--- src/rtl/mem_port_arbiter_pkg.sv ---
// rtl/mem_port_arbiter_pkg.sv - shared state encoding and grant constants for the memory port arbiter
package mem_port_arbiter_pkg;

    typedef enum logic [1:0] {
        IDLE = 2'd0,
        BUSY = 2'd1,
        DONE = 2'd2
    } arb_state_t;

    localparam logic GNT_IF  = 1'b0;
    localparam logic GNT_MEM = 1'b1;

endpackage

--- src/rtl/mem_arb_rr_pick.sv ---
// rtl/mem_arb_rr_pick.sv - combinational two-way round-robin picker
module mem_arb_rr_pick
    import mem_port_arbiter_pkg::*;
(
    input  logic req0,
    input  logic req1,
    input  logic last_grant,
    output logic any_req,
    output logic winner
);

    always_comb begin
        any_req = req0 | req1;
        if (req0 && req1) begin
            winner = ~last_grant;
        end else if (req1) begin
            winner = GNT_MEM;
        end else begin
            winner = GNT_IF;
        end
    end

endmodule

--- src/rtl/mem_port_arbiter.sv ---
// rtl/mem_port_arbiter.sv - fetch/data arbiter and sequencer for one shared single-port memory
module mem_port_arbiter
    import mem_port_arbiter_pkg::*;
#(
    parameter int ADDR_W   = 32,
    parameter int DATA_W   = 32,
    parameter int MAX_WAIT = 15
) (
    input  logic              clk_i,
    input  logic              rst_i,
    input  logic              req0_i,
    input  logic [ADDR_W-1:0] addr0_i,
    input  logic [DATA_W-1:0] wdata0_i,
    input  logic              we0_i,
    input  logic              req1_i,
    input  logic [ADDR_W-1:0] addr1_i,
    input  logic [DATA_W-1:0] wdata1_i,
    input  logic              we1_i,
    output logic              mem_req_o,
    output logic [ADDR_W-1:0] mem_addr_o,
    output logic [DATA_W-1:0] mem_wdata_o,
    output logic              mem_we_o,
    input  logic              mem_ready_i,
    input  logic [DATA_W-1:0] mem_rdata_i,
    output logic              sel_o,
    output logic [DATA_W-1:0] rdata_o,
    output logic              done0_o,
    output logic              done1_o,
    output logic              timeout_o,
    output logic              busy_o
);

    localparam int CNT_W = $clog2(MAX_WAIT + 1);
    localparam logic [CNT_W-1:0] CNT_LAST = CNT_W'(MAX_WAIT - 1);

    arb_state_t        state, state_nxt;
    logic              last_grant, last_grant_nxt;
    logic [CNT_W-1:0]  cnt, cnt_nxt;
    logic              any_req, winner;
    logic              expire;

    logic              mem_req_nxt, mem_we_nxt, sel_nxt;
    logic [ADDR_W-1:0] mem_addr_nxt;
    logic [DATA_W-1:0] mem_wdata_nxt, rdata_nxt;
    logic              done0_nxt, done1_nxt, timeout_nxt, busy_nxt;

    mem_arb_rr_pick u_pick (
        .req0       (req0_i),
        .req1       (req1_i),
        .last_grant (last_grant),
        .any_req    (any_req),
        .winner     (winner)
    );

    assign expire = (cnt == CNT_LAST);

    always_ff @(posedge clk_i or negedge rst_i) begin
        if (!rst_i) begin
            state <= IDLE;
        end else begin
            state <= state_nxt;
        end
    end

    always_comb begin
        state_nxt = state;
        case (state)
            IDLE:    if (any_req) state_nxt = BUSY;
            BUSY:    if (mem_ready_i || expire) state_nxt = DONE;
            DONE:    state_nxt = IDLE;
            default: state_nxt = IDLE;
        endcase
    end

    // Every port output is registered; this block computes their next values.
    always_comb begin
        mem_req_nxt    = mem_req_o;
        mem_addr_nxt   = mem_addr_o;
        mem_wdata_nxt  = mem_wdata_o;
        mem_we_nxt     = mem_we_o;
        sel_nxt        = sel_o;
        rdata_nxt      = rdata_o;
        busy_nxt       = busy_o;
        done0_nxt      = 1'b0;
        done1_nxt      = 1'b0;
        timeout_nxt    = 1'b0;
        last_grant_nxt = last_grant;
        cnt_nxt        = cnt;
        case (state)
            IDLE: begin
                if (any_req) begin
                    sel_nxt       = winner;
                    mem_addr_nxt  = winner ? addr1_i  : addr0_i;
                    mem_wdata_nxt = winner ? wdata1_i : wdata0_i;
                    mem_we_nxt    = winner ? we1_i    : we0_i;
                    mem_req_nxt   = 1'b1;
                    busy_nxt      = 1'b1;
                    cnt_nxt       = '0;
                end
            end
            BUSY: begin
                if (mem_ready_i || expire) begin
                    rdata_nxt      = mem_ready_i ? mem_rdata_i : '0;
                    timeout_nxt    = ~mem_ready_i;
                    done0_nxt      = (sel_o == GNT_IF);
                    done1_nxt      = (sel_o == GNT_MEM);
                    mem_req_nxt    = 1'b0;
                    last_grant_nxt = sel_o;
                end else begin
                    cnt_nxt = cnt + CNT_W'(1);
                end
            end
            DONE: begin
                busy_nxt = 1'b0;
            end
            default: begin
                busy_nxt = 1'b0;
            end
        endcase
    end

    always_ff @(posedge clk_i or negedge rst_i) begin
        if (!rst_i) begin
            mem_req_o   <= 1'b0;
            mem_addr_o  <= '0;
            mem_wdata_o <= '0;
            mem_we_o    <= 1'b0;
            sel_o       <= 1'b0;
            rdata_o     <= '0;
            done0_o     <= 1'b0;
            done1_o     <= 1'b0;
            timeout_o   <= 1'b0;
            busy_o      <= 1'b0;
            last_grant  <= 1'b1;
            cnt         <= '0;
        end else begin
            mem_req_o   <= mem_req_nxt;
            mem_addr_o  <= mem_addr_nxt;
            mem_wdata_o <= mem_wdata_nxt;
            mem_we_o    <= mem_we_nxt;
            sel_o       <= sel_nxt;
            rdata_o     <= rdata_nxt;
            done0_o     <= done0_nxt;
            done1_o     <= done1_nxt;
            timeout_o   <= timeout_nxt;
            busy_o      <= busy_nxt;
            last_grant  <= last_grant_nxt;
            cnt         <= cnt_nxt;
        end
    end

endmodule

--- config.mk ---
export PLATFORM = sky130hd
export DESIGN_NAME = mem_port_arbiter
export DESIGN_NICKNAME = d
export VERILOG_FILES = /design/src/rtl/mem_port_arbiter_pkg.sv /design/src/rtl/mem_arb_rr_pick.sv /design/src/rtl/mem_port_arbiter.sv
export SDC_FILE = /design/constraint.sdc
export NUM_CORES = 1
export LEC_CHECK = 0
export BUFFER_PORTS_ARGS = -buffer_cell sky130_fd_sc_hd__buf_2
export CAP_MARGIN = 40
export CORE_MARGIN = 2
export CORE_UTILIZATION = 48
export CTS_BUF_LIST = sky130_fd_sc_hd__clkbuf_16
export DETAILED_ROUTE_END_ITERATION = 8
export HOLD_SLACK_MARGIN = 0.08
export PLACE_DENSITY = 0.83
export REMOVE_ABC_BUFFERS = 1
export SYNTH_ARGS = -nofsm -noshare
export SYNTH_HDL_FRONTEND = slang
export SYNTH_SLANG_ARGS = --single-unit
--- constraint.sdc ---
create_clock -name clk_i -period 4.7 [get_ports clk_i]
set_clock_uncertainty 0.15 [all_clocks]
set_input_delay 0.94 -clock clk_i [delete_from_list [all_inputs] [get_ports clk_i]]
set_output_delay 0.94 -clock clk_i [all_outputs]
set_load 0.05 [all_outputs]
==> flow_summary.json <==
{
  "io_buffers": 269,
  "ant_nets": 0,
  "clkSinkCount": 110,
  "routabilityCongestion": 0.848,
  "setup_ws_ns": 2.19,
  "outcome": "completed",
  "ys_ff_latch": 110,
  "endpoint_kind": "flop",
  "num_rows": 36,
  "finalCritPeriodShare_pct": 53.5,
  "critPathMaxFanout": 70,
  "start_kind": "primary input",
  "rsz0062_at_grt": "no",
  "hpwl_um": 9570,
  "clk_latency_ns": 0.34,
  "finalNetCount": 835,
  "drive_above_1_share_pct": 44.5,
  "remaining_drc_errors": 0,
  "h-tree-depth": 3,
  "die_y_um": 104,
  "multiInputGateArea_um2": 1820,
  "finalHoldViolCount": 0,
  "fillCellCount": 783,
  "finalMaxSlewViolations": 0,
  "grt_pass1_wl_um": 20900,
  "preCtsSetupSlack_ns": 1.84,
  "syn_inst": 415,
  "grt.overflow.total": 0,
  "cpPeakStageDelay_ns": 0.64,
  "path_clk_slew_ns": 0.08,
  "power.density_nw_per_um2": 813,
  "setup_viol": 0,
  "cp.arrival_ns": 2.55,
  "grt_pass1_vias": 4197,
  "drt-total-wl_um": 13000,
  "grtUsageTotal_pct": 23.8,
  "cts_buffers": 9,
  "syn_area_um2": 4780,
  "crit_type": "primary input to flop",
  "synth_cell_types": 34,
  "fmax_mhz": 398,
  "peakVddDrop_uv": 461,
  "wl_per_cell_um": 16.1,
  "seqCellArea_um2": 2750,
  "cts_resized": 0,
  "ys_seq_area_share_pct": 57.6,
  "cts_max_path_buffers": 2,
  "yosysWarningCount": 0,
  "slowest_stage": "or2_4",
  "min_period_ns": 2.51,
  "cts_tree": "done",
  "worst_pin_slew_ns": 0.722,
  "slew_headroom_pct": 51.9,
  "worstPathRequired_ns": 4.73,
  "start_util_pct": 49.1,
  "post-route-util_pct": 66.8,
  "regToRegSetupSlack_ns": 2.62,
  "ctsHoldBuffers": 0,
  "grt_max_degree": 71,
  "dr.pass1.iters": 4,
  "p_leak_nw": 3.44,
  "fp.dieW_um": 104,
  "core_um2": 9730,
  "post_cts_buffers": 0,
  "drv_cap": 0,
  "n_antenna_cell": 0,
  "viasPerCell": 5.35,
  "vias": 4300,
  "root_buffer": "clkbuf_16",
  "areaGrowthSynthToFinish_pct": 36.0,
  "drt-initial-drc-count": 258,
  "avgSynthCellArea_um2": 11.5,
  "crit_chain": "buf_2 -> nor2_4 -> buf_4 -> or2_4 -> o21ai_0",
  "fin_tns_setup_ns": 0,
  "boundaryPins": 270,
  "die_area_um2": 10800,
  "antenna_found_initial": 0,
  "hp-class": "flop to flop"
}
-- sequential cells by signal (all words and copies together) (netlist names), 2 cells and up --
signal / flops
mem_wdata_o: 32
rdata_o: 32
state: 2
cnt: 4
mem_addr_o: 32
-- cell usage after synthesis --
master | number | area [um2]
a31o_2 | 1 | 8.76
a31oi_1 | 1 | 6.26
buf_6 | 4 | 45.0
o21ai_0 | 107 | 536
nor2b_1 | 1 | 6.26
nor3_1 | 2 | 10.0
or2_1 | 1 | 6.26
buf_2 | 13 | 65.1
nor2_1 | 4 | 15.0
and4_1 | 1 | 8.76
nand3b_1 | 1 | 7.51
nor3b_1 | 1 | 7.51
ha_1 | 2 | 25.0
clkbuf_2 | 2 | 10.0
or2_4 | 1 | 8.76
a22o_1 | 32 | 280
mux2i_1 | 65 | 651
dfstp_2 | 1 | 26.3
o211ai_1 | 1 | 7.51
o31ai_1 | 1 | 7.51
a21oi_1 | 1 | 5.00
inv_1 | 5 | 18.8
o221ai_1 | 1 | 8.76
nand2_1 | 1 | 3.75
o22ai_1 | 1 | 6.26
and2_1 | 1 | 6.26
o21a_1 | 1 | 7.51
o21ai_1 | 29 | 145
nand2b_1 | 1 | 6.26
buf_4 | 2 | 15.0
dfrtp_1 | 109 | 2730
nand3_1 | 4 | 20.0
a21bo_2 | 1 | 10.0
clkbuf_1 | 16 | 60.1
-- worst max-delay path: cells and delay by family --
family,cells,cell delay (ns)
and+or+nand+nor,2,0.73
buffers and inverters,2,0.61
AOI/OAI and AO/OA,1,0.21
-- cells in the final DEF (no fill, tap or decap), types with 2 or more instances in the layout --
cell type / synthesis / layout
buf_2: 13 / 268
dfrtp_1: 109 / 109
o21ai_0: 107 / 107
mux2i_1: 65 / 65
a22o_1: 32 / 32
o21ai_1: 29 / 29
clkbuf_16: 0 / 9
inv_1: 5 / 5
buf_4: 2 / 5
nand3_1: 4 / 4
nor2_1: 4 / 3
clkinvlp_4: 0 / 3
nor3_1: 2 / 2
ha_1: 2 / 2
buf_16: 0 / 2
-- stage by stage --
| stage | area, um2 | power [mW] | std cells | hold WS [ns] |
|---|---|---|---|---|
| floorplan | 4580 | 3.76 | 378 | 0.326 |
| CTS | 6500 | 5.30 | 803 | 0.322 |
| global route | 6500 | 5.54 | 803 | 0.336 |
| finish | 6500 | 5.28 | 803 | 0.321 |
| detailed placement | 6220 | 4.60 | 788 | 0.310 |
| global placement | 6140 | 4.46 | 784 | 0.318 |
-- final cells by class --
class / count / share of cell area [%]
clock buffer: 9 / 3.47
clock inverter: 6 / 0.732
inverter: 5 / 0.289
multi-input combinational: 263 / 28.1
sequential: 110 / 42.4
tap: 133 / 2.56
timing repair buffer: 277 / 22.5
-- where the power goes --
part / switching, mW / total (mW) / leakage [nW] / internal, mW
registers: 0.236 / 1.63 / 1.36 / 1.39
logic: 2.23 / 2.95 / 1.95 / 0.720
clock network: 0.341 / 0.702 / 0.126 / 0.361
total: 2.81 / 5.28 / 3.44 / 2.48
-- logic make-up after synthesis --
kind of cell / after synthesis / share of synthesized area [%]
AOI/OAI and AO/OA: 177 / 21.5
and+or+nand+nor: 19 / 2.23
buffers and inverters: 42 / 4.48
adders and majority gates: 2 / 0.524
muxes: 65 / 13.6
DFF: 110 / 57.6
-- metal layers --
metal,wire (um),vias up,GRT usage [%]
li1,-,2022,-
met1,5250,2071,30.2
met2,6750,184,41.7
met3,703,23,3.46
met4,263,0,8.30
met5,0,-,0
-- worst paths after layout --
path,from,end,depth (start not counted)
max,req1_i,mem_addr_o[2],5
min,sel_o,done0_o,1
max reg2reg,state[1],mem_addr_o[2],3
min reg2reg,sel_o,done0_o,1
max in group asynchronous,rst_i,mem_wdata_o[11],3
min in group asynchronous,rst_i,rdata_o[22],1
Power figures use the tool's default switching activity.
